<file path="config.mk">
export PLATFORM = sky130hd
export DESIGN_NAME = pipe_mux
export DESIGN_NICKNAME = d
export VERILOG_FILES = /design/src/rtl/pipe_mux.sv
export SDC_FILE = /design/constraint.sdc
export NUM_CORES = 1
export LEC_CHECK = 0
export CORE_UTILIZATION = 42
export DETAILED_ROUTE_END_ITERATION = 6
export GPL_TIMING_DRIVEN = 0
export MAX_ROUTING_LAYER = met4
export PLACE_DENSITY = 0.91
export SYNTH_ARGS = -nofsm -noshare
export SYNTH_HDL_FRONTEND = slang
export SYNTH_SLANG_ARGS = --single-unit
export TNS_END_PERCENT = 10
</file>
<file path="constraint.sdc">
create_clock -name clk -period 2.9 [get_ports clk]
set_input_delay 0.58 -clock clk [delete_from_list [all_inputs] [get_ports clk]]
set_output_delay 0.58 -clock clk [all_outputs]
set_load 0.01 [all_outputs]
</file>
<file path="src/rtl/pipe_mux.sv">
// pipe_mux: N-way channel select feeding a 2-entry skid buffer with registered in_ready.
// An out-of-range select yields an all-zero word and sets a sticky sel_err flag.
module pipe_mux #(
  parameter int WIDTH = 32,
  parameter int N     = 4,
  parameter int SELW  = 2
) (
  input  logic               clk,
  input  logic               reset,
  input  logic [N*WIDTH-1:0] in_data,
  input  logic [SELW-1:0]    sel,
  input  logic               in_valid,
  output logic               in_ready,
  output logic [WIDTH-1:0]   out_data,
  output logic               out_valid,
  input  logic               out_ready,
  input  logic               flush,
  output logic               sel_err
);
  typedef enum logic [1:0] {EMPTY, ONE, TWO} state_t;
  state_t           r_state, w_next;
  logic [WIDTH-1:0] r_m, r_s, w_word;
  logic             r_ready, r_err, w_acc, w_con, w_oor, w_ld_m, w_ld_s, w_pro;
  assign in_ready  = r_ready;
  assign sel_err   = r_err;
  assign out_data  = r_m;
  assign out_valid = r_state != EMPTY;
  assign w_acc     = in_valid && r_ready;
  assign w_con     = out_valid && out_ready;
  assign w_oor     = 32'(sel) >= N;
  always_comb begin
    w_word = '0;
    for (int k = 0; k < N; k++)
      if (32'(sel) == k) w_word = in_data[k*WIDTH +: WIDTH];
  end
  always_comb begin
    w_next = r_state;
    w_ld_m = 1'b0;
    w_ld_s = 1'b0;
    w_pro  = 1'b0;
    case (r_state)
      EMPTY: if (w_acc) begin
        w_next = ONE;
        w_ld_m = 1'b1;
      end
      ONE: if (w_acc && w_con) w_ld_m = 1'b1;
        else if (w_acc) begin
          w_next = TWO;
          w_ld_s = 1'b1;
        end else if (w_con) w_next = EMPTY;
      TWO: if (w_con) begin
        w_next = ONE;
        w_pro  = 1'b1;
      end
      default: w_next = EMPTY;
    endcase
    // flush wins over any same-cycle accept or consume; nothing is loaded
    if (flush) begin
      w_next = EMPTY;
      w_ld_m = 1'b0;
      w_ld_s = 1'b0;
      w_pro  = 1'b0;
    end
  end
  always_ff @(posedge clk or posedge reset) begin
    if (reset) begin
      r_state <= EMPTY;
      r_m     <= '0;
      r_s     <= '0;
      r_ready <= 1'b1;
      r_err   <= 1'b0;
    end else begin
      r_state <= w_next;
      r_ready <= w_next != TWO;
      r_err   <= r_err || (w_acc && w_oor);
      if (w_ld_m) r_m <= w_word;
      else if (w_pro) r_m <= r_s;
      if (w_ld_s) r_s <= w_word;
    end
  end
endmodule

</file>
==> implementation parameters <==
Parameter                              Value

Run status
  Run status ... finished, final reports clean

Yosys
  Synth top area cells ... sky130_fd_sc_hd__dfrtp_1, sky130_fd_sc_hd__mux4_2, sky130_fd_sc_hd__mux2_2
  Top cell type by total area after synthesis ... sky130_fd_sc_hd__dfrtp_1
  Warnings from Yosys ... 0
  Unique masters post-synth ... 22
  Cell count after synthesis ... ~270
  Sequential element share of the synthesized area ... 0.461
  Net count after synthesis ... 400
  Number of flip-flops and latches in the synthesized netlist ... 67
  Share of the synthesized area in the top cell type ... 0.453
  Cell area after synthesis ... ~0.0036 mm2
  Syn_area_per_cell ... 13.7 um2

Route
  Number of detailed-routing iterations run before antenna repair ... 4
  Number of design-rule violations left by the first detailed-router iteration ... 90
  Via density ... between 5 and 6
  Wire length per cell ... 17.1 um
  Routed Wire Length ... 9.45 mm
  Remaining antenna violation count ... 0
  Via count ... 2884
  # DRC ... 0

Timing
  Setup repair after global routing missed its margin ... no
  Final period utilization ... 0.752
  Highest clock rate ... 459 MHz
  Fin worst setup slack ... approximately 720 ps
  Finish-stage setup viols ... 0
  Largest clock skew in the final design ... 8.49 ps
  Shortest period the worst path allows ... 2180 ps
  TNS Setup ... 0 ps
  Hold Vio Cnt, Final ... 0
  Worst Tran Pin Value ... 700 ps
  Rel. slew slack ... 0.533
  Slew Viols, Final ... 0
  Fin Hold WS ... 505 ps

Finish
  Highest-count cells in the layout ignoring fill and taps ... sky130_fd_sc_hd__clkdlybuf4s50_1, sky130_fd_sc_hd__dfrtp_1, sky130_fd_sc_hd__mux2i_1
  Diode count ... 0
  Layout net count ... 579
  Number of non-filler instances in the completed layout ... 554
  Summed area of non-filler cells in the final layout ... 0.00568 mm2
  Most common cell after layout, fill and taps aside ... sky130_fd_sc_hd__clkdlybuf4s50_1
  Layout area overhead ... 55.9%
  Layout cells sized above 1 ... 0.234

Clock network
  Number of buffers created by CTS ... 9
  Num Clock Sinks ... between 60 and 70
  Clock transition at the registers of the reported paths ... 70 ps
  Number of instances resized during post-cts repair ... 0
  Count of H-tree levels built during CTS ... 3
  Root buffer selected by CTS ... sky130_fd_sc_hd__clkbuf_8
  Number of hold buffers added after CTS ... 0
  TritonCTS clock tree ... built
  Post-CTS setup repair buffer count ... 0
  Clock latency reported for the late side of the worst-skew pair ... 330 ps
  Maximum clock insertion buffer count ... 2

Floorplan
  Number of I/O pins ... 170
  Core area ... between 0.008 and 0.009 mm2
  Die Ht ... about 95 um
  Row count ... 33
  Starting density of the core ... 0.439
  Die footprint ... around 0.0090 mm2
  Die X-Extent ... 95.1 um

Place
  Total cell area at the placement stage ... 0.00547 mm2
  Detailed-placement wirelength estimate ... approximately 7.4 mm
  Cell count after placement ... roughly 540
  Number of port buffers ... 167
  Worst slack at placement ... about 340 ps
  Routability congestion estimate ... ~0.75

Power and ir drop
  Maximum resistive drop on vdd ... 0.000266 V
  Total power density per cell area ... 537 mW/mm2
  Static Leak ... between 2 and 2.5 nW

Global routing
  Global-route wire length before repair ... 14.8 mm
  Initial antenna violation count ... 0
  Number of global-route vias before repair ... 3091
  Global-route congestion overflow total ... 0
  Global-route total usage across every layer ... 0.227
  Maximum number of pins on one net before global-route repair ... 37

Setup path
  Maximum fanout along the worst path ... 10
  Critical path startpoint category ... input pin
  CP Class ... input pin to flop
  CP Data Arrival Time ... 2400 ps
  Critical path required time ... 3120 ps
  Element type at the critical path end ... flop

Run
  Count of maximum capacitance violations ... 0

Hold path
  HP Class ... flop to flop
-- critical path, cell delays in order --
cell and delay, ps:
sky130_fd_sc_hd__clkdlybuf4s50_1 580, sky130_fd_sc_hd__buf_1 520, sky130_fd_sc_hd__mux4_2 430, sky130_fd_sc_hd__mux2_2 280
-- Yosys cell counts --
library cell               count
sky130_fd_sc_hd__buf_6        10
sky130_fd_sc_hd__nor2b_1       1
sky130_fd_sc_hd__buf_1         3
sky130_fd_sc_hd__and4bb_2      1
sky130_fd_sc_hd__dfrtp_1      66
sky130_fd_sc_hd__mux2i_1      34
sky130_fd_sc_hd__inv_1         2
sky130_fd_sc_hd__conb_1        1
sky130_fd_sc_hd__nand3b_1      1
sky130_fd_sc_hd__or3_1         1
sky130_fd_sc_hd__and3b_1       1
sky130_fd_sc_hd__o22a_1        1
sky130_fd_sc_hd__nand2_1       1
sky130_fd_sc_hd__or4_4         1
sky130_fd_sc_hd__buf_2         8
sky130_fd_sc_hd__nor2_1       33
sky130_fd_sc_hd__a21oi_1      33
sky130_fd_sc_hd__or2_2         1
sky130_fd_sc_hd__buf_4         1
sky130_fd_sc_hd__dfstp_2       1
sky130_fd_sc_hd__mux4_2       32
sky130_fd_sc_hd__mux2_2       32
-- per-stage QoR --
stage               power (mW)  utilization
global placement          2.21        0.656
finish                    3.05        0.684
global route              3.22        0.684
floorplan                 1.77            -
detailed placement        2.27        0.659
CTS                       3.08        0.684
-- power by group --
group / leakage, nW / internal [mW] / switching [mW]
clock network: 0.108 / 0.465 / 0.340
registers: 0.782 / 1.19 / 0.134
logic: 1.34 / 0.607 / 0.316
-- routing by layer --
| layer | share of wire | global-route usage | vias to the layer above | routed length, um |
|---|---|---|---|---|
| li1 | - | - | 1343 | - |
| met1 | 0.38 | 0.252 | 1423 | 3580 |
| met2 | 0.54 | 0.407 | 106 | 5140 |
| met3 | 0.063 | 0.0415 | 12 | 597 |
| met4 | 0.014 | 0.0770 | 0 | 136 |
| met5 | 0 | - | - | 0 |
-- final cells by class --
class / count / area (um2)
Inverter: 2 / 7.51
Multi-Input combinational cell: 174 / 1790
Timing Repair Buffer: 168 / 1690
Tap cell: 105 / 131
Buffer: 22 / 171
Sequential cell: 67 / 1680
Clock inverter: 4 / 47.5
Fill cell: 601 / 2620
Clock buffer: 12 / 165
-- state kept, by name, indices dropped and copies added (netlist names) --
| register | flops |
|---|---|
| r_s | 32 |
| out_data | 32 |
| in_ready | 1 |
| r_state | 2 |
-- logic make-up (layout without fill, tap and decap cells) --
family,count (synthesis),count (layout),synth area share
multiplexers,98,98,0.390
AND/OR/NAND/NOR,41,41,0.0512
flip-flops,67,67,0.461
AO/OA/AOI/OAI,34,34,0.0478
other,1,1,0.00103
buffers and inverters,24,208,0.0491
-- final timing paths --
kind,startpoint,to,slack (ps),cells past startpoint
worst max-delay path,sel[1],r_s[24],720,4
worst min-delay path,r_s[21],r_s[21],510,1
worst max register to register,r_state[1],r_s[17],1190,4
worst min register to register,r_s[21],r_s[21],510,1
max in group asynchronous,reset,r_s[5],1580,3
min in group asynchronous,reset,out_data[18],680,2
No activity file was read; power rests on OpenSTA's default activity.
